--- src/rtl/even_odd_stream_classifier.sv ---
// Streaming even/odd classifier with a 1-entry registered output stage,
// saturating even/odd tallies and a same-parity run-length counter.
// Latency 1 cycle; in_ready = !out_valid || out_ready, so output holds under backpressure.
// Optional feature macro: EVEN_ODD_PARITY_EN adds out_parity (^out_data, registered).
module even_odd_stream_classifier #(
  parameter int WIDTH     = 8,
  parameter int CNT_WIDTH = 16
) (
  input  logic                 clk,
  input  logic                 rst,
  input  logic                 clear,
  input  logic                 in_valid,
  output logic                 in_ready,
  input  logic [WIDTH-1:0]     in_data,
  output logic                 out_valid,
  input  logic                 out_ready,
  output logic [WIDTH-1:0]     out_data,
  output logic                 out_even,
  output logic [CNT_WIDTH-1:0] even_cnt,
  output logic [CNT_WIDTH-1:0] odd_cnt,
`ifdef EVEN_ODD_PARITY_EN
  output logic [CNT_WIDTH-1:0] run_len,
  output logic                 out_parity
`else
  output logic [CNT_WIDTH-1:0] run_len
`endif
);

  logic                 out_valid_q, out_valid_d;
  logic [WIDTH-1:0]     out_data_q, out_data_d;
  logic                 out_even_q, out_even_d;
  logic [CNT_WIDTH-1:0] even_cnt_q, even_cnt_d;
  logic [CNT_WIDTH-1:0] odd_cnt_q, odd_cnt_d;
  logic [CNT_WIDTH-1:0] run_len_q, run_len_d;
  logic                 last_par_q, last_par_d;
  logic                 have_last_q, have_last_d;
`ifdef EVEN_ODD_PARITY_EN
  logic                 out_parity_q, out_parity_d;
`endif

  logic                 accept;
  logic                 parity;
  logic [CNT_WIDTH-1:0] even_base, odd_base, run_base;
  logic                 have_last_base;

  // Increment that sticks at all-ones instead of wrapping.
  function automatic logic [CNT_WIDTH-1:0] sat_inc(input logic [CNT_WIDTH-1:0] x);
    return (x == '1) ? x : x + CNT_WIDTH'(1);
  endfunction

  assign in_ready = !out_valid_q || out_ready;
  assign accept   = in_valid && in_ready;
  assign parity   = in_data[0];

  // Output stage next state: load on accept, drain when consumer takes it.
  always_comb begin
    out_valid_d = out_valid_q;
    out_data_d  = out_data_q;
    out_even_d  = out_even_q;
`ifdef EVEN_ODD_PARITY_EN
    out_parity_d = out_parity_q;
`endif
    if (accept) begin
      out_valid_d = 1'b1;
      out_data_d  = in_data;
      out_even_d  = ~in_data[0];
`ifdef EVEN_ODD_PARITY_EN
      out_parity_d = ^in_data;
`endif
    end else if (out_ready) begin
      out_valid_d = 1'b0;
    end
  end

  // Statistics next state: clear is applied first so a same-cycle sample counts from zero.
  always_comb begin
    even_base      = clear ? '0 : even_cnt_q;
    odd_base       = clear ? '0 : odd_cnt_q;
    run_base       = clear ? '0 : run_len_q;
    have_last_base = clear ? 1'b0 : have_last_q;
    even_cnt_d     = even_base;
    odd_cnt_d      = odd_base;
    run_len_d      = run_base;
    have_last_d    = have_last_base;
    last_par_d     = last_par_q;
    if (accept) begin
      if (parity) odd_cnt_d  = sat_inc(odd_base);
      else        even_cnt_d = sat_inc(even_base);
      // last_par is only meaningful while have_last is set, so clear leaves it alone.
      if (have_last_base && (parity == last_par_q)) run_len_d = sat_inc(run_base);
      else                                          run_len_d = CNT_WIDTH'(1);
      last_par_d  = parity;
      have_last_d = 1'b1;
    end
  end

  // State registers; async reset drops any in-flight output.
  always_ff @(posedge clk or posedge rst) begin
    if (rst) begin
      out_valid_q <= 1'b0;
      out_data_q  <= '0;
      out_even_q  <= 1'b0;
      even_cnt_q  <= '0;
      odd_cnt_q   <= '0;
      run_len_q   <= '0;
      last_par_q  <= 1'b0;
      have_last_q <= 1'b0;
`ifdef EVEN_ODD_PARITY_EN
      out_parity_q <= 1'b0;
`endif
    end else begin
      out_valid_q <= out_valid_d;
      out_data_q  <= out_data_d;
      out_even_q  <= out_even_d;
      even_cnt_q  <= even_cnt_d;
      odd_cnt_q   <= odd_cnt_d;
      run_len_q   <= run_len_d;
      last_par_q  <= last_par_d;
      have_last_q <= have_last_d;
`ifdef EVEN_ODD_PARITY_EN
      out_parity_q <= out_parity_d;
`endif
    end
  end

  assign out_valid = out_valid_q;
  assign out_data  = out_data_q;
  assign out_even  = out_even_q;
  assign even_cnt  = even_cnt_q;
  assign odd_cnt   = odd_cnt_q;
  assign run_len   = run_len_q;
`ifdef EVEN_ODD_PARITY_EN
  assign out_parity = out_parity_q;
`endif

endmodule

--- config.mk ---
export PLATFORM = sky130hd
export DESIGN_NAME = even_odd_stream_classifier
export DESIGN_NICKNAME = d
export VERILOG_FILES = /design/src/rtl/even_odd_stream_classifier.sv
export SDC_FILE = /design/constraint.sdc
export NUM_CORES = 1
export LEC_CHECK = 0
export ABC_AREA = 0
export CORE_MARGIN = 1
export CORE_UTILIZATION = 57
export DETAILED_ROUTE_END_ITERATION = 6
export DONT_BUFFER_PORTS = 1
export PLACE_DENSITY = 0.75
export SYNTH_ARGS = -nofsm -noshare
export SYNTH_HDL_FRONTEND = slang
export SYNTH_SLANG_ARGS = --single-unit
--- constraint.sdc ---
create_clock -name clk -period 1.8 [get_ports clk]
set_input_delay 0.27 -clock clk [delete_from_list [all_inputs] [get_ports clk]]
set_output_delay 0.27 -clock clk [all_outputs]
set_load 0.05 [all_outputs]
==> implementation parameters <==
Parameter                              Value

Global route
  Total track usage ... 29.2%
  Largest net degree at the start of global routing ... 41
  Total gr overflow ... 0
  Wire length of the first global-routing pass ... 12300 µm
  Vias in the first global route ... 2712
  Number of antenna violations at the first check in global routing ... 0

CTS
  Root Buffer ... sky130_fd_sc_hd__clkbuf_8
  TritonCTS clock tree ... built
  Maximum number of buffers from clock root to sink ... 2
  Number of CTS-inserted buffers ... 9
  Clock transition at path regs ... 70 ps
  Deepest level of the CTS H-tree ... 3
  Num Clock Sinks ... 59
  Insertion delay of the later-clocked pin in the worst-skew pair ... 340 ps

Placed design
  Port Buffer Count ... 0
  Post-placement setup slack ... -108 ps
  Final Wtd Congestion ... 0.920
  HPWL after detailed placement ... 5540 µm

Yosys
  YS warnings ... 0
  Leading register cell type out of synthesis ... sky130_fd_sc_hd__dfrtp_1
  Cell with the most instances after synthesis ... sky130_fd_sc_hd__dfrtp_1
  Dominant cell type by area after synthesis ... sky130_fd_sc_hd__dfrtp_1
  Netlist cell types ... 48
  Synthesized instance count ... 338
  Sequential element share of the synthesized area ... 47.8%
  Number of flops mapped to enable cells by yosys ... 0
  Async SR Flop Fraction ... 100%
  Fraction of synthesized cell area taken by the top area cell type ... 47.8%
  Flip-flop and latch count after synthesis ... 59
  Cell types occupying the most area after synthesis ... sky130_fd_sc_hd__dfrtp_1, sky130_fd_sc_hd__nand2_1, sky130_fd_sc_hd__nor2_1, sky130_fd_sc_hd__xnor2_1, sky130_fd_sc_hd__nor2b_1
  Most common library cells after synthesis ... sky130_fd_sc_hd__dfrtp_1, sky130_fd_sc_hd__nand2_1, sky130_fd_sc_hd__nor2_1, sky130_fd_sc_hd__a21oi_1, sky130_fd_sc_hd__nor2b_1
  Syn nets ... 352
  Mapped cell area ... 3090 µm²
  Per-instance average area after synthesis ... 9.14 µm²

Finish
  Final Net Count ... 436
  Synthesis-to-finish area growth ... 36.4%
  Number of antenna cells inserted ... 0
  Core utilization of the finished layout ... 81.5%
  Share of post-route cells with drive strength above 1 ... 38.9%

Floorplanning
  # rows ... 26
  Die Outline Area ... 5720 µm²
  Die Span X ... 75.6 µm
  Core area ... 5170 µm²
  Starting Density ... 59.7%
  Number of placed I/O pins ... 72
  Chip Height ... 75.6 µm

Outcome
  Run status ... complete, but fails checks
  Violated checks ... negative setup slack

Worst hold path
  Worst min-delay path startpoint ... clear
  Worst min-delay path endpoint ... odd_cnt[14]
  Worst hold-check path type ... input port to flop
  Cell count of the worst hold path ... 1

Power
  Clock network fraction of total power ... 37.4%
  Worst voltage drop across the vdd grid ... 0.519 mV
  Power density over the cells ... 681 nW/µm²
  P_leak ... 1.82 nW
  Sequential Power Share ... 51.5%
  Comb power frac ... 11.1%
  Cell internal pwr ... 2.04 mW
  Switching fraction of total power ... 28.9%
  Sw power ... 829 µW
  Overall Power ... 2.87 mW

STA
  Worst path setup slack after routing ... -125 ps
  Total negative slack for setup checks ... -449 ps
  RSZ-0062 raised after global routing ... yes
  Maximum frequency from static timing analysis ... 519 MHz
  Final critical delay including setup and external delays ... 1930 ps
  Final Max Tran Viols ... 0
  Final hold violation count ... 0
  Setup Viol. Count Final ... 6
  Worst hold slack ... 25.7 ps
  Layout Skew ... 14.7 ps
  Max-slew headroom ... 60.3%
  Worst slew pin tran ... 591 ps
  Share of the cycle needed by the critical path after routing ... 107%

Critical path
  Largest incremental delay on the critical path ... 440 ps
  Setup slack of the most critical reg-to-reg path ... -130 ps
  Largest fanout on the critical path ... 6
  Reg2Reg Depth ... 8
  Setup crit end kind ... flop
  Start-to-end type of the worst setup path ... flop to flop
  Cell breakdown of the critical path ... nor2b_4 > ha_4 > and2_4 > nand4_1 > buf_4 > o2111ai_4 > or4_1 > nand2_1
  Critical Path Source Type ... flop
  Arrival time of data at the critical path endpoint ... 2190 ps
  Source of the worst register-to-register timing path ... run_len[1]
  Worst path required time ... 2070 ps
  R2R Path End ... run_len[7]
  Worst-path cell with the longest stage delay ... sky130_fd_sc_hd__or4_1

Detailed routing
  Top routing layer in use ... met4
  Total number of vias ... 3002
  First-pass detailed-route iteration total ... 5
  Met1 wire length ... 3520 µm
  Detailed router's first-iteration violation count ... 201
  Detailed route wirelength on metal2 ... 4210 µm
  Per-cell via count in the routed design ... 6.04
  Drc violations ... 0
  Number of nets with antenna violations after routing ... 0
  Detailed route wirelength on metal3 ... 712 µm
  Routed wire length ... 8570 µm
  Post-detailed-route wirelength per cell ... 17.2 µm

Job
  Max-cap violations ... 0
[flip-flops by register name, summed over array words and instances (netlist names)]
| name | cells |
|---|---|
| even_cnt | 16 |
| have_last_q | 1 |
| odd_cnt | 16 |
| out_data | 8 |
| out_even | 1 |
| out_valid | 1 |
| run_len | 16 |
[how the worst max path moves through the flow]
stage                     startpoint     endpoint  slack, ps  cells past startpoint
after floorplan           odd_cnt[1]  odd_cnt[13]       -240                      6
after global placement    run_len[0]  run_len[15]        -60                      7
after detailed placement  run_len[1]  run_len[15]       -110                      7
after CTS                 run_len[1]   run_len[5]        -50                      7
after global routing      run_len[1]  run_len[15]       -190                      8
final                     run_len[1]   run_len[7]       -130                      8
[worst max-delay path: cells and delay by family (launching register included)]
| family | cells | cell delay, ps |
|---|---|---|
| AO/OA/AOI/OAI | 1 | 140 |
| flip-flops | 1 | 410 |
| buffers and inverters | 1 | 160 |
| AND/OR/NAND/NOR | 5 | 1000 |
| adder cells (fa/ha/maj) | 1 | 150 |
[stage by stage]
stage	cells	cell area (µm²)
finish	497	4220
global route	497	4220
CTS	489	4070
detailed placement	468	3810
global placement	468	3810
floorplan	338	3240
[layer usage]
layer,track usage [%],vias up
met3,9.92,15
met5,0,-
met2,48.0,150
met4,7.41,0
met1,37.3,1465
li1,-,1372
[cells by family after synthesis]
family	synth area share (%)
muxes	2.11
adders and majority gates	0.405
DFF	47.8
buffers and inverters	2.47
and+or+nand+nor	31.8
xor gates and xnor gates	5.10
AOI/OAI and AO/OA	10.4
[timing repair]
item                                    in CTS  in global routing
buffers inserted                             3                  7
endpoints found under the hold margin       30                  1
endpoints found under the setup margin       7                 24
hold buffers                                 2                  1
resized for setup                            7                 19
pin swaps                                    7                  7
[cell type report]
class	count	area [µm²]
Clock buffer	13	159
Clock inverter	3	15.0
Inverter	6	25.0
Tap cell	70	87.6
Fill cell	314	957
Timing Repair Buffer	84	654
Sequential cell	59	1510
Multi-Input combinational cell	262	1760
[placed cells by master (no fill, tap or decap), types with 4 or more instances in the layout]
cell                        n
sky130_fd_sc_hd__buf_4     79
sky130_fd_sc_hd__nand2_1   55
sky130_fd_sc_hd__dfrtp_1   31
sky130_fd_sc_hd__nor2_1    30
sky130_fd_sc_hd__dfrtp_2   28
sky130_fd_sc_hd__xnor2_1   14
sky130_fd_sc_hd__nand3_1   13
sky130_fd_sc_hd__a21oi_1   13
sky130_fd_sc_hd__nor2b_1   12
sky130_fd_sc_hd__clkbuf_8  11
sky130_fd_sc_hd__nand4_1    9
sky130_fd_sc_hd__nor3_1     8
sky130_fd_sc_hd__and3_1     7
sky130_fd_sc_hd__and2_1     6
sky130_fd_sc_hd__a31oi_1    6
sky130_fd_sc_hd__o21ai_0    6
sky130_fd_sc_hd__a211oi_1   5
sky130_fd_sc_hd__and4b_1    4
sky130_fd_sc_hd__xor2_1     4
[power groups by stage]
stage	clock (mW)	sequential [mW]	combinational (mW)
after floorplan	0	1.55	0.167
after global placement	0	1.50	0.281
after detailed placement	0	1.50	0.290
after CTS	1.08	1.48	0.303
after global routing	1.14	1.48	0.343
final	1.07	1.48	0.317
Note: power is estimated with default switching activity, not from simulation.
